## config.mk

```make
export PLATFORM = sky130hd
export DESIGN_NAME = mux64_rr_arbiter
export DESIGN_NICKNAME = d
export VERILOG_FILES = /design/src/rtl/mux64_rr_arbiter.sv
export SDC_FILE = /design/constraint.sdc
export NUM_CORES = 1
export LEC_CHECK = 0
export BUFFER_PORTS_ARGS = -buffer_cell sky130_fd_sc_hd__buf_2
export CORE_AREA = 2 2 133 135
export CTS_BUF_LIST = sky130_fd_sc_hd__clkbuf_16
export DETAILED_ROUTE_END_ITERATION = 10
export DIE_AREA = 0 0 135 137
export PLACE_DENSITY = 0.78
export SLEW_MARGIN = 30
export SYNTH_ARGS = -nofsm -noshare
export SYNTH_HDL_FRONTEND = slang
export SYNTH_SLANG_ARGS = --single-unit
```

## constraint.sdc

```tcl
create_clock -name clk -period 5.2 [get_ports clk]
set_clock_uncertainty 0.1 [all_clocks]
set_input_delay 0.78 -clock clk [delete_from_list [all_inputs] [get_ports clk]]
set_output_delay 0.78 -clock clk [all_outputs]
set_load 0.05 [all_outputs]
```

## src/rtl/mux64_rr_arbiter.sv

```systemverilog
// Packet-aware round-robin arbiter sharing a 64-bit 4:1 mux between four
// streaming requesters, with a single registered output stage.
module mux64_rr_arbiter #(
  parameter int unsigned DATA_W = 64
) (
  input  logic                  clk,
  input  logic                  rst_n,
  input  logic [3:0]            in_valid,
  input  logic [4*DATA_W-1:0]   in_data,
  input  logic [3:0]            in_last,
  output logic [3:0]            in_ready,
  output logic                  out_valid,
  output logic [DATA_W-1:0]     out_data,
  output logic                  out_last,
  output logic [1:0]            out_src,
  input  logic                  out_ready,
  output logic                  busy
);

  localparam int unsigned NUM_REQ = 4;
  localparam int unsigned IDX_W   = 2;

  typedef enum logic {IDLE, LOCKED} state_t;

  state_t             state_q, state_d;
  logic [IDX_W-1:0]   lock_idx_q, lock_idx_d;
  logic [IDX_W-1:0]   last_grant_q, last_grant_d;
  logic [IDX_W-1:0]   sel;
  logic [IDX_W-1:0]   win_idx;
  logic [IDX_W-1:0]   cand;
  logic               win_found;
  logic               stage_free;
  logic               load;
  logic [NUM_REQ-1:0] ready_c;
  logic [DATA_W-1:0]  mux_out;

  assign stage_free = !out_valid || out_ready;
  assign busy       = (state_q == LOCKED);
  // in_ready is forced low while reset is asserted so no handshake is seen
  assign in_ready   = ready_c & {NUM_REQ{rst_n}};

  // Rotating-priority search starting just after the last granted requester
  always_comb begin
    win_found = 1'b0;
    win_idx   = '0;
    cand      = '0;
    for (int unsigned i = 1; i <= NUM_REQ; i++) begin
      cand = last_grant_q + IDX_W'(i);
      if (!win_found && in_valid[cand]) begin
        win_found = 1'b1;
        win_idx   = cand;
      end
    end
  end

  // Shared 64-bit 4:1 data mux
  always_comb begin
    mux_out = '0;
    case (sel)
      2'd0:    mux_out = in_data[0*DATA_W +: DATA_W];
      2'd1:    mux_out = in_data[1*DATA_W +: DATA_W];
      2'd2:    mux_out = in_data[2*DATA_W +: DATA_W];
      default: mux_out = in_data[3*DATA_W +: DATA_W];
    endcase
  end

  always_ff @(posedge clk or negedge rst_n) begin
    if (!rst_n) begin
      state_q      <= IDLE;
      lock_idx_q   <= '0;
      last_grant_q <= IDX_W'(NUM_REQ - 1);
    end else begin
      state_q      <= state_d;
      lock_idx_q   <= lock_idx_d;
      last_grant_q <= last_grant_d;
    end
  end

  always_comb begin
    state_d      = state_q;
    lock_idx_d   = lock_idx_q;
    last_grant_d = last_grant_q;
    sel          = '0;
    ready_c      = '0;
    load         = 1'b0;
    case (state_q)
      IDLE: begin
        sel = win_idx;
        if (win_found && stage_free) begin
          ready_c[win_idx] = 1'b1;
          load             = 1'b1;
          if (in_last[win_idx]) begin
            last_grant_d = win_idx;
          end else begin
            state_d    = LOCKED;
            lock_idx_d = win_idx;
          end
        end
      end
      LOCKED: begin
        // Gaps in the locked requester's valid hold the lock
        sel = lock_idx_q;
        if (stage_free && in_valid[lock_idx_q]) begin
          ready_c[lock_idx_q] = 1'b1;
          load                = 1'b1;
          if (in_last[lock_idx_q]) begin
            state_d      = IDLE;
            last_grant_d = lock_idx_q;
          end
        end
      end
      default: state_d = IDLE;
    endcase
  end

  // Output stage: load replaces contents; drain alone only clears valid
  always_ff @(posedge clk or negedge rst_n) begin
    if (!rst_n) begin
      out_valid <= 1'b0;
      out_data  <= '0;
      out_last  <= 1'b0;
      out_src   <= '0;
    end else if (load) begin
      out_valid <= 1'b1;
      out_data  <= mux_out;
      out_last  <= in_last[sel];
      out_src   <= sel;
    end else if (out_ready) begin
      out_valid <= 1'b0;
    end
  end

endmodule

```

**After elaboration in Yosys (flattened, before gate mapping)**

Cells that the tools add are included.

- Bitwise logic cells: 3
- Reduce and logical (&&, ||, !) cells: 16
- Equality and inequality tests: 6
- Order comparisons: 9
- Multiplexer cells: 48
- Add/subtract/negate cells: 3

Operators by type and width:

| cell | count |
|---|---|
| $pmux 64 s3 | 1 |
| $mux 1 | 22 |
| $lt 2x3->1 const B | 7 |
| $bmux 1 s2 | 8 |
| $mux 2 | 8 |
| $mux 4 | 2 |
| $pmux 2 s2 | 2 |
| $pmux 4 s2 | 1 |
| $logic_and 1x1->1 | 7 |
| $add 2x2->2 const B | 2 |
| $and 4x4->4 | 1 |
| $demux 1 s2 | 2 |
| $ge 2x1->1 const B | 2 |
| $logic_not 1->1 | 4 |
| $ne 2x1->1 const B | 2 |
| $ne 2x2->1 const B | 2 |
| $pmux 1 s2 | 2 |
| $reduce_and 4->1 | 1 |
| $reduce_and 3->1 | 1 |
| $add 2x1->2 const B | 1 |
| $eq 2x1->1 const B | 1 |
| $eq 2x2->1 const B | 1 |
| $logic_not 2->1 | 1 |
| $not 1->1 | 2 |
| other kinds (2) | 2 |

- Flip-flop bits (word level): 73
- Word-level logic and storage cells: 92
- Output and inout bits: 73
- Bits of input ports: 267

**Longest topological paths before layout**

- Depth after elaboration: 20
- Gate-level depth with buffers: 10
- Gate-level depth less buffers: 6

**Least setup slack after synthesis**

No wires, ideal clock.

- Path kind: input to output
- Start: in in_valid[0]
- End: out in_ready[3]
- Data arrival time: 2.502 ns
- Data required time: 4.320 ns
- Buffers on the path: 2
- Setup slack: 1.818 ns
- Stages on the path: 6
- Path through: nor2_1 a221oi_1 a31oi_1 buf_2 buf_4 nor2b_1

- Word-level cells in the longest chain between the ends: 19
- Elaborated cells on any way between the ends: 35
- Those cells by class: 2 x order compare; 23 x mux; 1 x bitwise; 9 x reduce/logical

RTL lines:

| element | RTL line | RTL |
|---|---|---|
| from (decl) | 8 | `input logic [3:0] in_valid,` |
| $bmux 1 s2 | 49 | `if (!win_found && in_valid[cand]) begin` |
| $mux 1 (implied by the code) | 49 |  |
| $mux 1 | 49 |  |
| $logic_not 1->1 | 49 |  |
| $logic_and 1x1->1 | 49 |  |
| $mux 1 | 49 |  |
| $logic_not 1->1 | 49 |  |
| $logic_and 1x1->1 | 49 |  |
| (+3 left out) | - |  |
| $mux 2 | 49 |  |
| $lt 2x3->1 (implied by the code) or $ge 2x1->1 (tied branches) | 90 | `ready_c[win_idx] = 1'b1;` |
| $logic_and 1x1->1 (implied by the code) | 90 |  |
| $mux 1 (implied by the code) | 90 |  |
| $demux 1 s2 | 90 |  |
| $mux 4 | 89 | `if (win_found && stage_free) begin` |
| $pmux 4 s2 * | 86 | `case (state_q)` |
| $and 4x4->4 * | 40 | `assign in_ready = ready_c & {NUM_REQ{rst_n}};` |
| to (decl) | 11 | `output logic [3:0] in_ready,` |

Every way passes the cells marked *; elsewhere a longest branch is shown, timed or not. The select of a mux whose other input is x is not followed.

**Final worst setup path**

- Start: reg last_grant_q[1]
- End: out in_ready[2]

- Word-level cells in the longest chain between the ends: 20
- Elaborated cells on any way between the ends: 34
- Those cells by class: 3 x add/sub; 2 x order compare; 20 x mux; 1 x bitwise; 8 x reduce/logical

RTL lines:

| element | RTL line | RTL |
|---|---|---|
| from (decl) | 27 | `logic [IDX_W-1:0] last_grant_q, last_grant_d;` |
| from (signal assigned) | 71 | `last_grant_q <= IDX_W'(NUM_REQ - 1);` |
| from (signal assigned) | 75 | `last_grant_q <= last_grant_d;` |
| $add 2x1->2 | 48 | `cand = last_grant_q + IDX_W'(i);` |
| $bmux 1 s2 | 49 |  |
| $mux 1 (implied by the code) | 49 |  |
| $mux 1 | 49 |  |
| $logic_not 1->1 | 49 |  |
| $logic_and 1x1->1 | 49 |  |
| $mux 1 | 49 |  |
| $logic_not 1->1 | 49 |  |
| (+4 left out) | - |  |
| $mux 2 | 49 |  |
| $lt 2x3->1 (implied by the code) or $ge 2x1->1 (tied branches) | 90 |  |
| $logic_and 1x1->1 (implied by the code) | 90 |  |
| $mux 1 (implied by the code) | 90 |  |
| $demux 1 s2 | 90 |  |
| $mux 4 * | 89 |  |
| $pmux 4 s2 * | 86 |  |
| $and 4x4->4 * | 40 |  |

Marked as above.

==> flow_summary.json <==
{
  "status": "completed",
  "syn_avg_cell_area_um2": 8.099,
  "slew_headroom": 0.3367,
  "start_kind": "register",
  "synthFlopType": "dfrtp_1",
  "cap_viol_max_count": 0,
  "whs_ps": 364.6,
  "syn-num-nets": 1091,
  "yosysSeqAreaShare": 0.2741,
  "crit_buf_inv": 1,
  "dieArea_mm2": 0.01850,
  "synthCells": 824,
  "hpwl_um": 18090,
  "wl_um": 26700,
  "yosysTopAreaCell": "dfrtp_1",
  "ctsRootBufferMaster": "clkbuf_16",
  "use_met3": 0.06370,
  "wl_per_cell_um": 20.15,
  "via_per_inst": 6.112,
  "core_area_mm2": 0.01706,
  "io_buffer_count": 339,
  "ys_warn_count": 0,
  "area_delta_synth_final_pct": 30.20,
  "async_flop_share": 1.000,
  "fin_cells": 1325,
  "clock_sinks": 73,
  "placed_area_mm2": 0.008391,
  "clk_pin_slew_ps": 70,
  "required_ps": 4320,
  "grt-busiest-layer": "met2",
  "synth_edf_count": 0,
  "critPathArrivalTime_ps": 2600,
  "fin_nets": 1361,
  "pre_cts_slack_ps": 1853,
  "yosysMostFrequentCell": "dfrtp_1",
  "detail-route-antenna-nets": 0,
  "synth.distinct_cells": 57,
  "period_needed_ps": 3485,
  "end_kind": "primary output",
  "cp_top_family": "flip-flops",
  "hold_class": "in2async",
  "drtIter0Drc": 556,
  "htreeDepth": 3,
  "cts_made_buffers": 9,
  "cts_tree": "built",
  "crit_fanout": 8,
  "setup_ws_ps": 1715,
  "synth_area_leaders": "dfrtp_1 27%, mux2_2 7.8%, o311a_1 5.7%",
  "fin_setup_tns_ps": 0,
  "crit_type": "reg2out",
  "slew_viol_final": 0,
  "rows": 48,
  "grt_pass1_vias": 7763,
  "fp.dieH_um": 137,
  "ios": 340,
  "track_usage": 0.2763,
  "start_util": 0.3913,
  "clk_latency_ps": 340,
  "totalPowerFinal_mw": 6.377,
  "synth_area_mm2": 0.006674,
  "synth_commonest_cells": "71 x dfrtp_1, 69 x nor2_1, 66 x nand2_1",
  "max-vdd-ir-drop_v": 0.0005916,
  "worst_slew_pin_slew_ps": 994.9,
  "post-place-cells": 1308,
  "cts-resized-gates": 0,
  "drc": 0,
  "antenna_found_initial": 2,
  "grt-ovfl-total": 0,
  "ys_ff_latch": 73,
  "post-route-util": 0.5095,
  "grt_max_degree": 78,
  "die_x_um": 135,
  "rsz0062_at_grt": "false",
  "synth_top_area_share": 0.2662,
  "setup_viol": 0,
  "critPathMaxStageDelay_ps": 630,
  "vias": 8098,
  "met2_usage": 0.4738,
  "grt_pass1_wl_um": 40470,
  "drive_gt1_frac": 0.4086,
  "finalHoldViolCount": 0,
  "cts_post_setup_buffers_inserted": 0,
  "clock_path_buffers": 2,
  "period_share": 0.6702,
  "fmax_mhz": 287.0,
  "firstDrtPassIters": 5,
  "crit_chain": "mux2i_1, o2bb2ai_1, nor2_1, a32oi_1, nor2b_1, buf_2",
  "stdcell_area_mm2": 0.008690,
  "hold_buffers": 0,
  "leakagePower_nw": 4.012,
  "place.gp.congestion": 0.8936,
  "crit_slowest_cell": "dfstp_2",
  "use_met1": 0.3362,
  "power.density_mw_per_mm2": 733.8
}
[worst reg2reg max path, stage by stage, from the launching register on]
cell and delay [ps]:
dfstp_2 630, inv_1 110, o31ai_4 420, or2_2 780, buf_4 500, nor3_1 120
o311a_1 320, nor2_1 100
[layout make-up]
type,instances,area [um2]
tap,225,281.5
clock inverter,7,71.32
inverter,25,93.84
antenna,1,2.502
timing repair buffer,356,1827
fill,1657,8367
sequential,73,1838
multi-input combinational,629,4350
clock buffer,9,225.2
[flip-flops by register name (all words and copies together), names as in the netlist]
| register | cells |
|---|---|
| out_last | 1 |
| out_src | 2 |
| out_data | 64 |
| lock_idx_q | 2 |
| last_grant_q | 2 |
| busy | 1 |
| out_valid | 1 |
[layer usage]
| layer | vias up | wire length [um] |
|---|---|---|
| met5 | - | 16 |
| met4 | 2 | 693 |
| met3 | 55 | 2504 |
| met2 | 459 | 12910 |
| met1 | 3843 | 10580 |
| li1 | 3739 | - |
[cells by family after synthesis]
logic type	Yosys count	synth area share
AOI/OAI and AO/OA	337	0.3795
and+or+nand+nor	232	0.1603
buffers and inverters	122	0.08230
DFF	73	0.2741
muxes	60	0.1039
[layout by cell type (no fill, tap or decap), types with 2 or more instances in the layout]
cell / instances
buf_2: 338
nor2_1: 68
dfrtp_1: 68
nand2_1: 66
o21ai_0: 52
mux2_2: 46
o22ai_1: 45
o221ai_1: 43
nor3_1: 41
a211oi_1: 39
and3_1: 38
o311a_1: 38
a21oi_1: 27
inv_1: 24
o21a_1: 23
o31ai_1: 22
o22a_1: 20
buf_4: 18
mux2i_1: 10
clkbuf_16: 9
o221a_2: 5
nor2b_1: 3
nand3_1: 3
nand2b_1: 2
mux4_2: 2
and2_1: 2
a31oi_1: 2
o211ai_1: 2
mux2_4: 2
dfrtp_4: 2
clkinv_4: 2
clkinvlp_4: 2
dfstp_2: 2
[power by group]
| group | internal [mW] | switching (mW) |
|---|---|---|
| Sequential | 0.899 | 0.269 |
| Clock | 0.371 | 0.266 |
| Combinational | 1.54 | 3.03 |
| Total | 2.81 | 3.56 |
[worst paths after layout]
check                                            startpoint                  endpoint  slack (ps)  cells after the start
worst min-delay path                                  rst_n   out_data[1]$_DFFE_PN0P_         360                      1
max in group asynchronous                             rst_n  out_data[14]$_DFFE_PN0P_        3670                      2
worst min register to register       out_src[1]$_DFFE_PN0P_    out_src[1]$_DFFE_PN0P_         410                      1
worst max-delay path            last_grant_q[1]$_DFFE_PN1P_               in_ready[2]        1720                      6
min in group clk                     out_src[1]$_DFFE_PN0P_    out_src[1]$_DFFE_PN0P_         410                      1
worst max register to register  last_grant_q[1]$_DFFE_PN1P_  out_data[10]$_DFFE_PN0P_        2030                      7
Power figures use the tool's default switching activity.
